===== src/rtl/kb_scr_cpu_port.sv =====
// kb_scr_cpu_port: CPU-side register window for the keyboard and screen devices.
// Four byte registers at BASE..BASE+3 (KB CSR, KB DR, SCR CSR, SCR DR).
// CSR layout: bit4 ena, bit3 of, bit2 dba, bit1 io (read-only), bit0 ie.
module kb_scr_cpu_port #(
  parameter int                 ADDR_W = 16,
  parameter logic [ADDR_W-1:0]  BASE   = '0
) (
  input  logic              clk,
  input  logic              rst,
  input  logic [ADDR_W-1:0] cpu_addr,
  input  logic              cpu_rd,
  input  logic              cpu_wr,
  input  logic [7:0]        cpu_wdata,
  output logic [7:0]        cpu_rdata,
  output logic              cpu_hit,
  input  logic [7:0]        kb_byte,
  input  logic              kb_valid,
  output logic [7:0]        scr_byte,
  output logic              scr_valid,
  input  logic              scr_ack,
  output logic              kb_irq,
  output logic              scr_irq
);

  localparam logic [1:0] SEL_KB_CSR  = 2'd0;
  localparam logic [1:0] SEL_KB_DR   = 2'd1;
  localparam logic [1:0] SEL_SCR_CSR = 2'd2;
  localparam logic [1:0] SEL_SCR_DR  = 2'd3;

  // Keyboard register state
  logic       kb_ena_q, kb_ena_d;
  logic       kb_ie_q, kb_ie_d;
  logic       kb_of_q, kb_of_d;
  logic       kb_dba_q, kb_dba_d;
  logic [7:0] kb_dr_q, kb_dr_d;

  // Screen register state; dba=1 means the transmit buffer is empty
  logic       scr_ena_q, scr_ena_d;
  logic       scr_ie_q, scr_ie_d;
  logic       scr_of_q, scr_of_d;
  logic       scr_dba_q, scr_dba_d;
  logic [7:0] scr_dr_q, scr_dr_d;
  logic [7:0] scr_byte_q, scr_byte_d;
  logic       scr_valid_q, scr_valid_d;

  // Registered CPU response and interrupt lines
  logic [7:0] rdata_q, rdata_d;
  logic       hit_q, hit_d;
  logic       kb_irq_q, kb_irq_d;
  logic       scr_irq_q, scr_irq_d;

  // Address decode: the offset form keeps the window correct even if BASE+3 wraps
  logic [ADDR_W-1:0] offset;
  logic              in_range;
  logic [1:0]        reg_sel;
  logic              wr_en;
  logic              rd_en;
  logic              kb_dr_read;
  logic              scr_dr_write;
  logic              scr_ack_eff;
  logic              scr_dba_eff;
  logic [7:0]        kb_csr;
  logic [7:0]        scr_csr;

  assign offset       = cpu_addr - BASE;
  assign in_range     = (offset[ADDR_W-1:2] == '0);
  assign reg_sel      = offset[1:0];
  assign wr_en        = cpu_wr & in_range;
  assign rd_en        = cpu_rd & ~cpu_wr & in_range;
  assign kb_dr_read   = rd_en && (reg_sel == SEL_KB_DR);
  assign scr_dr_write = wr_en && (reg_sel == SEL_SCR_DR);
  assign scr_ack_eff  = scr_ack & scr_valid_q;
  assign scr_dba_eff  = scr_dba_q | scr_ack_eff;
  assign kb_csr       = {3'b000, kb_ena_q, kb_of_q, kb_dba_q, 1'b0, kb_ie_q};
  assign scr_csr      = {3'b000, scr_ena_q, scr_of_q, scr_dba_q, 1'b1, scr_ie_q};

  // Next-state logic for the register file, device handshakes and interrupts
  always_comb begin
    kb_ena_d    = kb_ena_q;
    kb_ie_d     = kb_ie_q;
    kb_of_d     = kb_of_q;
    kb_dba_d    = kb_dba_q;
    kb_dr_d     = kb_dr_q;
    scr_ena_d   = scr_ena_q;
    scr_ie_d    = scr_ie_q;
    scr_of_d    = scr_of_q;
    scr_dba_d   = scr_dba_eff;
    scr_dr_d    = scr_dr_q;
    scr_byte_d  = scr_byte_q;
    scr_valid_d = scr_valid_q & ~scr_ack_eff;
    rdata_d     = 8'h00;
    hit_d       = (cpu_rd | cpu_wr) & in_range;

    if (rd_en) begin
      case (reg_sel)
        SEL_KB_CSR:  rdata_d = kb_csr;
        SEL_KB_DR:   rdata_d = kb_dr_q;
        SEL_SCR_CSR: rdata_d = scr_csr;
        default:     rdata_d = scr_dr_q;
      endcase
    end

    if (wr_en && (reg_sel == SEL_KB_CSR)) begin
      kb_ena_d = cpu_wdata[4];
      kb_ie_d  = cpu_wdata[0];
      if (!cpu_wdata[3]) kb_of_d = 1'b0;
    end

    if (wr_en && (reg_sel == SEL_SCR_CSR)) begin
      scr_ena_d = cpu_wdata[4];
      scr_ie_d  = cpu_wdata[0];
      if (!cpu_wdata[3]) scr_of_d = 1'b0;
    end

    // A read of KB DR in the same cycle as a new byte is not an overrun
    if (kb_dr_read) kb_dba_d = 1'b0;
    if (kb_valid && kb_ena_q) begin
      kb_dr_d = kb_byte;
      if (kb_dba_q && !kb_dr_read) kb_of_d = 1'b1;
      kb_dba_d = 1'b1;
    end

    // An ack in the same cycle frees the buffer before the write is judged
    if (scr_dr_write && scr_ena_q) begin
      if (scr_dba_eff) begin
        scr_dr_d    = cpu_wdata;
        scr_byte_d  = cpu_wdata;
        scr_dba_d   = 1'b0;
        scr_valid_d = 1'b1;
      end else begin
        scr_of_d = 1'b1;
      end
    end

    kb_irq_d  = kb_ie_q & kb_ena_q & kb_dba_q;
    scr_irq_d = scr_ie_q & scr_ena_q & scr_dba_q;
  end

  // State registers with synchronous reset to the documented power-on values
  always_ff @(posedge clk) begin
    if (rst) begin
      kb_ena_q    <= 1'b0;
      kb_ie_q     <= 1'b0;
      kb_of_q     <= 1'b0;
      kb_dba_q    <= 1'b0;
      kb_dr_q     <= 8'h00;
      scr_ena_q   <= 1'b0;
      scr_ie_q    <= 1'b0;
      scr_of_q    <= 1'b0;
      scr_dba_q   <= 1'b1;
      scr_dr_q    <= 8'h00;
      scr_byte_q  <= 8'h00;
      scr_valid_q <= 1'b0;
      rdata_q     <= 8'h00;
      hit_q       <= 1'b0;
      kb_irq_q    <= 1'b0;
      scr_irq_q   <= 1'b0;
    end else begin
      kb_ena_q    <= kb_ena_d;
      kb_ie_q     <= kb_ie_d;
      kb_of_q     <= kb_of_d;
      kb_dba_q    <= kb_dba_d;
      kb_dr_q     <= kb_dr_d;
      scr_ena_q   <= scr_ena_d;
      scr_ie_q    <= scr_ie_d;
      scr_of_q    <= scr_of_d;
      scr_dba_q   <= scr_dba_d;
      scr_dr_q    <= scr_dr_d;
      scr_byte_q  <= scr_byte_d;
      scr_valid_q <= scr_valid_d;
      rdata_q     <= rdata_d;
      hit_q       <= hit_d;
      kb_irq_q    <= kb_irq_d;
      scr_irq_q   <= scr_irq_d;
    end
  end

  assign cpu_rdata = rdata_q;
  assign cpu_hit   = hit_q;
  assign scr_byte  = scr_byte_q;
  assign scr_valid = scr_valid_q;
  assign kb_irq    = kb_irq_q;
  assign scr_irq   = scr_irq_q;

endmodule


===== config.mk =====
export PLATFORM = sky130hd
export DESIGN_NAME = kb_scr_cpu_port
export DESIGN_NICKNAME = d
export VERILOG_FILES = /design/src/rtl/kb_scr_cpu_port.sv
export SDC_FILE = /design/constraint.sdc
export NUM_CORES = 1
export LEC_CHECK = 0
export BUFFER_PORTS_ARGS = -buffer_cell sky130_fd_sc_hd__clkbuf_2
export CAP_MARGIN = 20
export CORE_MARGIN = 2
export CORE_UTILIZATION = 48
export DETAILED_ROUTE_END_ITERATION = 7
export GPL_TIMING_DRIVEN = 0
export HOLD_SLACK_MARGIN = 0.03
export PLACE_DENSITY = 0.83
export SYNTH_ARGS = -nofsm -noshare
export SYNTH_HDL_FRONTEND = slang
export SYNTH_SLANG_ARGS = --single-unit

===== constraint.sdc =====
create_clock -name clk -period 1.7 [get_ports clk]
set_input_delay 0.17 -clock clk [delete_from_list [all_inputs] [get_ports clk]]
set_output_delay 0.17 -clock clk [all_outputs]
set_load 0.02 [all_outputs]

==> results, run 1 <==
- In the global route stage, overall resource usage came out at 0.2317.
- By startpoint and endpoint, the worst setup path is classified as reg -> reg.
- The remaining antenna violation count after routing is 0.
- The total wire length after detailed routing is slightly below 4 mm.
- The detail-routed via count per cell is 5.412.
- The row count is 20.
- From bottom edge to top edge, the die measures around 61 um.
- The H-tree depth is 2.
- The number of global-route vias before repair is approximately 1400.
- Of all flip-flops after synthesis, the portion carrying an async set or reset was 0.
- In the final routed layout, each cell accounts on average for 14.25 um.
- The peak supply drop is between 400 and 500 uV.
- The critical path goes through nand3_1, nor2_1, nand3_1, a21oi_1.
- The reg2reg setup slack is ~230 ps.
- Averaged over all synthesized cells, the footprint is 9.407 um2.
- In this run the deepest clock path goes through 2 buffers.
- Once layout is complete, the utilization of the core stands at 0.6369.
- The cell repeated most along the worst path is nand3_1.
- The type of destination of the critical path is a register.
- The finished layout holds ~270 standard cells, fillers aside.
- The total CTS buffers is 5.
- Of all nets on the critical path, the largest fanout is 8.
- The total number of clock tree sinks is 36.
- Setup repair after global routing left no endpoint under its margin.
- The total negative slack for setup checks is 0 ps.
- The post-CTS setup-driven buffer insertion count is 0.
- The number of hold violations in the final report was 0.
- The net count after synthesis is a little over 200.
- The global route total overflow is 0.
- The flip-flop and latch count after synthesis is 36.
- For this design, the slowest cell found on the critical path is nor2_1.
- The share of layout cells above drive strength 1 is 0.3684.
- TritonCTS built the clock tree.
- The share of the Yosys chip area taken by registers is 0.4672.
- For this block, the initial DRC count from the detailed router was 69.
- The number of antenna diodes is 0.
- The number of placed instances, taps included is around 260.
- The count of filler cells inserted in the layout is ~290.
- STA classifies the critical path startpoint as a register.
- The run finished with clean final reports.
- For this run, design rule violations remaining after detail routing come to 0.
- The path class of the tightest hold or removal check is in -> reg.
- The number of distinct standard cells referenced by the synthesized netlist is 33.
- The slew at the pin closest to its max-slew limit is 603.6 ps.
- Headroom to the max-slew limit came out at 0.5961.
- In this run the horizontal extent of the chip is 60.69 um.
- The most used flip-flop cell after synthesis is dfxtp_1.
- Of the available clock period, the critical path in the final layout requires 0.8653.
- Setup violations remaining at the end of the flow were counted as 0.
- The critical path's largest stage delay is roughly 500 ps.
- The first-pass GRT wire length is 6.168 mm.
- At the worst endpoint, the required time is approximately 2000 ps.
- In this run the cell area of the synthesized design comes to around 1500 um2.
- For this design the static power due to leakage is a little under 0.8 nW.
- The area of the die is about 3700 um2.
- The Yosys step of the flow raised 0 warnings.
- Entering global routing, the biggest net connects 13 pins.
- The worst hold margin is between 30 and 40 ps.
- The clock insertion delay at the later pin of the skew report is roughly 350 ps.
- During placement, the flow inserted port buffers numbering between 50 and 60.
- The initial cell density of the core is 0.5053.
- The highest attainable clock frequency is between 600 and 700 MHz.
- Max-cap violations in this run came to 0.
- The power density over the cells is about 720 nW/um2.
- The number of enable flip-flop cells after synthesis is 0.
- The routed layout has ~1500 vias.
- The smallest clock period supported by the final layout is computed as roughly 1500 ps.
- The clock arrives with roughly 7 ps of skew.
- At the end of routability-driven placement, the weighted congestion stood at roughly 0.83.
- The core region area is 3053 um2.
- The register clock-pin slew on the reported worst setup and hold paths is 110 ps.
- The final max-slew violation count is 0.
- The layout net count is around 270.
- The clock tree root buffer cell is clkbuf_4.
- The initial antenna violation count is 0.
- The first detailed-routing pass ran for 4 iterations.
- The number of top-level pins is a little under 60.
- The gate count of the mapped netlist is between 150 and 200.
- Relative to the synthesized area, the layout overhead comes to 26.03%.
- The arrival time at the worst endpoint is approximately 1800 ps.
- The half-perimeter wire length of the detailed placement result is about 2.9 mm.
[placed cells by master, fill, tap and decap left out, types with 5 or more instances in the layout]
master	n
clkbuf_2	54
a21oi_1	22
nand3_1	10
and3_1	5
nand2_1	20
nand4_1	6
clkbuf_4	5
dfxtp_1	36
o21ai_1	8
o21ai_0	5
[kinds of logic (layout without fill, tap and decap cells)]
family,Yosys count,count (layout),share of synthesized area
buf+inv,14,78,0.05433
mux,7,7,0.08029
compound gates,43,43,0.1533
flops,36,36,0.4672
simple gates,64,64,0.2449
[final cells by class]
type | count | area, um2 | share of cell area
clock inverter | 3 | 18.77 | 0.009653
tap | 44 | 55.05 | 0.02831
multi-input combinational | 114 | 738.2 | 0.3797
timing repair buffer | 56 | 290.3 | 0.1493
inverter | 3 | 11.26 | 0.005792
sequential | 36 | 720.7 | 0.3707
clock buffer | 5 | 37.54 | 0.01931
buffer | 11 | 72.57 | 0.03732
[power breakdown]
group	internal, mW	switching (mW)	total [mW]
logic	0.0477	0.0553	0.103
registers	0.843	0.00000141	0.843
clock network	0.159	0.296	0.455
total	1.05	0.352	1.40
[what timing repair did]
action,in CTS,in global routing
resized for setup,0,0
hold buffers,2,0
endpoints found under the hold margin,2,0
[critical path, delay by kind of cell, from the launching register on]
| kind | cells | cell delay, ps |
|---|---|---|
| flip-flops | 1 | 460 |
| AND/OR/NAND/NOR | 3 | 790 |
| AO/OA/AOI/OAI | 1 | 160 |
[per-stage QoR]
stage,power (mW),instance area [um2],worst slack [ps]
2_1_floorplan,0.9026,1543,439.3
3_3_place_gp,0.9597,1868,164.4
3_5_place_dp,0.9607,1868,119.6
4_1_cts,1.403,1944,313.0
5_1_grt,1.468,1944,131.4
6_report,1.401,1944,228.9
[worst paths after layout]
path | startpoint | end | depth (start not counted)
setup / recovery | scr_ena_q | scr_byte[2] | 4
hold / removal | kb_byte[5] | kb_dr_q[5] | 3
setup reg to reg | scr_ena_q | scr_byte[2] | 4
hold reg to reg | kb_dr_q[5] | kb_dr_q[5] | 2
[Yosys cell counts (2+ instances only)]
library cell  instances  area [um2]
and2_2                4       30.03
nor2b_1               3       18.77
dfxtp_1              36       720.7
a21oi_1              22       110.1
buf_2                 3       15.01
mux2_2                3       33.78
clkbuf_1              4       15.01
and3_1                5       31.28
nor4_2                3       37.54
nand4_1               6       37.54
o21ai_0               5       25.02
nand2_1              20       75.07
o31ai_1               4       30.03
o21ai_1               8       40.04
nand2b_1              2       12.51
mux4_2                4       90.09
nand3_1              10       50.05
and4_1                2       17.52
nor2_1                4       15.01
inv_1                 3       11.26
[routing by layer]
metal,global-route usage,share of wire
met1,0.2787,0.42
met2,0.3856,0.50
met3,0.07036,0.054
met4,0.09627,0.024
met5,0,0
No activity file was read; power rests on OpenSTA's default activity.
==> run 2: changes to the inputs <==
--- a/config.mk
+++ b/config.mk
@@ -7,12 +7,13 @@
 export LEC_CHECK = 0
 export BUFFER_PORTS_ARGS = -buffer_cell sky130_fd_sc_hd__clkbuf_2
 export CAP_MARGIN = 20
-export CORE_MARGIN = 2
-export CORE_UTILIZATION = 48
+export CELL_PAD_IN_SITES_DETAIL_PLACEMENT = 2
+export CELL_PAD_IN_SITES_GLOBAL_PLACEMENT = 2
+export CORE_UTILIZATION = 28
 export DETAILED_ROUTE_END_ITERATION = 7
 export GPL_TIMING_DRIVEN = 0
 export HOLD_SLACK_MARGIN = 0.03
-export PLACE_DENSITY = 0.83
+export PLACE_DENSITY = 0.84
 export SYNTH_ARGS = -nofsm -noshare
 export SYNTH_HDL_FRONTEND = slang
 export SYNTH_SLANG_ARGS = --single-unit
==> results, run 2 (same netlist as run 1, synthesis figures left out) <==
- The count of filler cells inserted in the layout is 620 (+120%).
- The initial cell density of the core is 0.2964 (-0.2089).
- The first-pass GRT wire length is 8.528 mm (+38%).
- The core region area is 5205 um2 (+70%).
- The max capacitance violation total was 0 (unchanged).
- The sequential standard cell area is 720.7 um2 (unchanged).
- The worst slack after detailed placement came to -65.30 ps (-184.9 ps).
- The type of destination of the critical path is a register.
- The cell leakage power is 0.7937 nW (+0.21%).
- The row count is 26 (+30%).
- The highest attainable clock frequency is 701.0 MHz (+3.1%).
- The last weighted congestion value of the routability-driven placer is 0.7864 (-4.9%).
- In this run the critical register-to-register path is captured at scr_byte[0].
- The flow ran to the end, and the final reports show no timing, DRC or antenna violations.
- The average wire per cell in the routed design is 17.44 um (+22%).
- The cell depth of the worst min-delay path is 3 (unchanged).
- The number of antenna diodes is 0 (unchanged).
- The length in cells of the worst reg-to-reg path was 4 (unchanged).
- The number of hold violations in the final report is 0 (unchanged).
- The critical path startpoint category is a register.
- The clock tree root buffer cell is clkbuf_8.
- The area of the die was 5810 um2 (+58%).
- The worst clock skew is 4.221 ps (-2.772 ps).
- The TritonCTS clock tree is done.
- The clock insertion delay at the later pin of the skew report was 290 ps (-60 ps).
- Leaving out fill and tap cells, the most frequent cell in the layout is clkbuf_2.
- Relative to the synthesized area, the layout overhead comes to 29.20%.
- The area after detailed placement was 1901 um2 (+1.7%).
- The path class of the tightest hold or removal check is in -> reg.
- The total number of clock tree sinks is 36 (unchanged).
- The number of detailed-routing iterations run before antenna repair is 4 (unchanged).
- The critical register-to-register path startpoint is scr_valid.
- The total CTS buffers is 5 (unchanged).
- The largest net degree at the start of global routing is 11 (-2).
- The critical path in this run is classified as reg -> reg.
- The detailed-route via count is 1505 (+2.2%).
- The data required time at the worst endpoint is 1920 ps (-60 ps).
- The hold-critical path endpoint is kb_dr_q[2].
- The final period utilization was 0.8392 (-0.02618).
- The arrival time at the worst endpoint is 1650 ps (-100 ps).
- The number of port buffers came to 54 (unchanged).
- The number of DRC violations after detailed-routing iteration 0 is 76 (+10%).
- The register clock-pin slew on the reported worst setup and hold paths is 80 ps (-30 ps).
- The width of the chip is 76.23 um (+26%).
- The residual DRC count came to 0 (unchanged).
- The number of global-route vias before repair is 1645 (+19%).
- The reg2reg setup slack is 270 ps (+40 ps).
- The share of layout cells above drive strength 1 is 0.3673 (-0.001164).
- The largest fanout on the critical path came to 8 (unchanged).
- The global route total overflow came to 0 (unchanged).
- The slew at the pin closest to its max-slew limit is 564.6 ps (-39.00 ps).
- The y dimension of the die is 76.23 um (+26%).
- The setup slack after layout is 273.4 ps (+44.50 ps).
- The layout net count is 263 (-0.75%).
- The maximum buffer depth of the clock tree was 2 (unchanged).
- The H-tree depth is 2 (unchanged).
- The half-perimeter wire length of the detailed placement result is 3.757 mm (+31%).
- In this run the most critical hold path is launched from kb_byte[2].
- In the layout the commonest cells are clkbuf_2, dfxtp_1, a21oi_1.
- The overall track demand over capacity in global routing was 0.1887 (-0.04299).
- The summed area of non-filler cells in the final layout is 1993 um2 (+2.5%).
- The remaining antenna violation count after routing was 0 (unchanged).
- The peak supply drop was 313.1 uV (-36%).
- Setup repair after global routing left no endpoint under its margin.
- The total negative slack for setup checks is 0 ps (unchanged).
- The multi-input combinational cell area is 740.7 um2 (+0.34%).
- The power density over the cells came to 802.6 nW/um2 (+11%).
- The number of top-level pins was 58 (unchanged).
- The initial antenna violation count is 0 (unchanged).
- The remaining max-slew budget at the tightest pin is 0.6236 (+0.02749).
- The total wire length after detailed routing is 5.162 mm (+33%).
- The minimum clock period was 1427 ps (-44.50 ps).
- The total setup violations reported at the end of the flow was 0 (unchanged).
- The final max-slew violation count is 0 (unchanged).
- The detail-routed via count per cell came to 5.084 (-6.0%).
## run 2: how the worst max path moves through the flow
stage | from | to | depth (start not counted)
detailed placement | cpu_addr[6] | cpu_rdata[6] | 5
floorplan | cpu_addr[3] | kb_of_q | 5
global route | cpu_addr[6] | cpu_rdata[6] | 5
global placement | cpu_addr[6] | cpu_rdata[6] | 5
finish | scr_valid | scr_byte[0] | 4
CTS | scr_ena_q | scr_byte[1] | 4
## run 2: stage by stage
stage                       util  hold slack, ps  cells  power, mW
after floorplan                -           306.0    164     0.9026
after global placement    0.3651           394.6    288     0.9638
after detailed placement  0.3651           407.3    288     0.9660
after CTS                 0.3825           98.83    296      1.603
after global routing      0.3829           104.1    296      1.651
final                     0.3829           94.10    296      1.600
## run 2: area by class of cell
type / instances / share of cell area
clock buffers: 8 / 0.04520
flip-flops and latches: 36 / 0.3616
plain buffers: 11 / 0.03641
well taps: 70 / 0.04394
repair buffers: 54 / 0.1356
inverters: 3 / 0.005650
multi-input cells: 114 / 0.3716
## run 2: power by group
| group | total (mW) | internal, mW | switching [mW] | leakage [nW] |
|---|---|---|---|---|
| combinational | 0.105 | 0.0447 | 0.0598 | 0.458 |
| sequential | 0.842 | 0.842 | 0.00000155 | 0.290 |
| clock | 0.653 | 0.331 | 0.322 | 0.0455 |
| total | 1.60 | 1.22 | 0.381 | 0.794 |
## run 2: routing by layer
metal,wire length [um],up-vias,global-route usage
met3,183,7,0.03114
met5,0,-,0
met4,46,0,0.05192
met2,2656,39,0.3297
li1,-,713,-
met1,2275,746,0.2385
## run 2: worst max-delay path, stage by stage, from the launching register on
cell	delay, ps
dfxtp_1	340
a21oi_1	350
nand2b_1	410
o21ai_1	120
a21oi_1	140
## run 2: repair_timing
item	in CTS	in global routing
endpoints found under the hold margin	0	0
gates resized for setup	0	1
buffers inserted	0	0
hold buffers	0	0
endpoints found under the setup margin	0	2
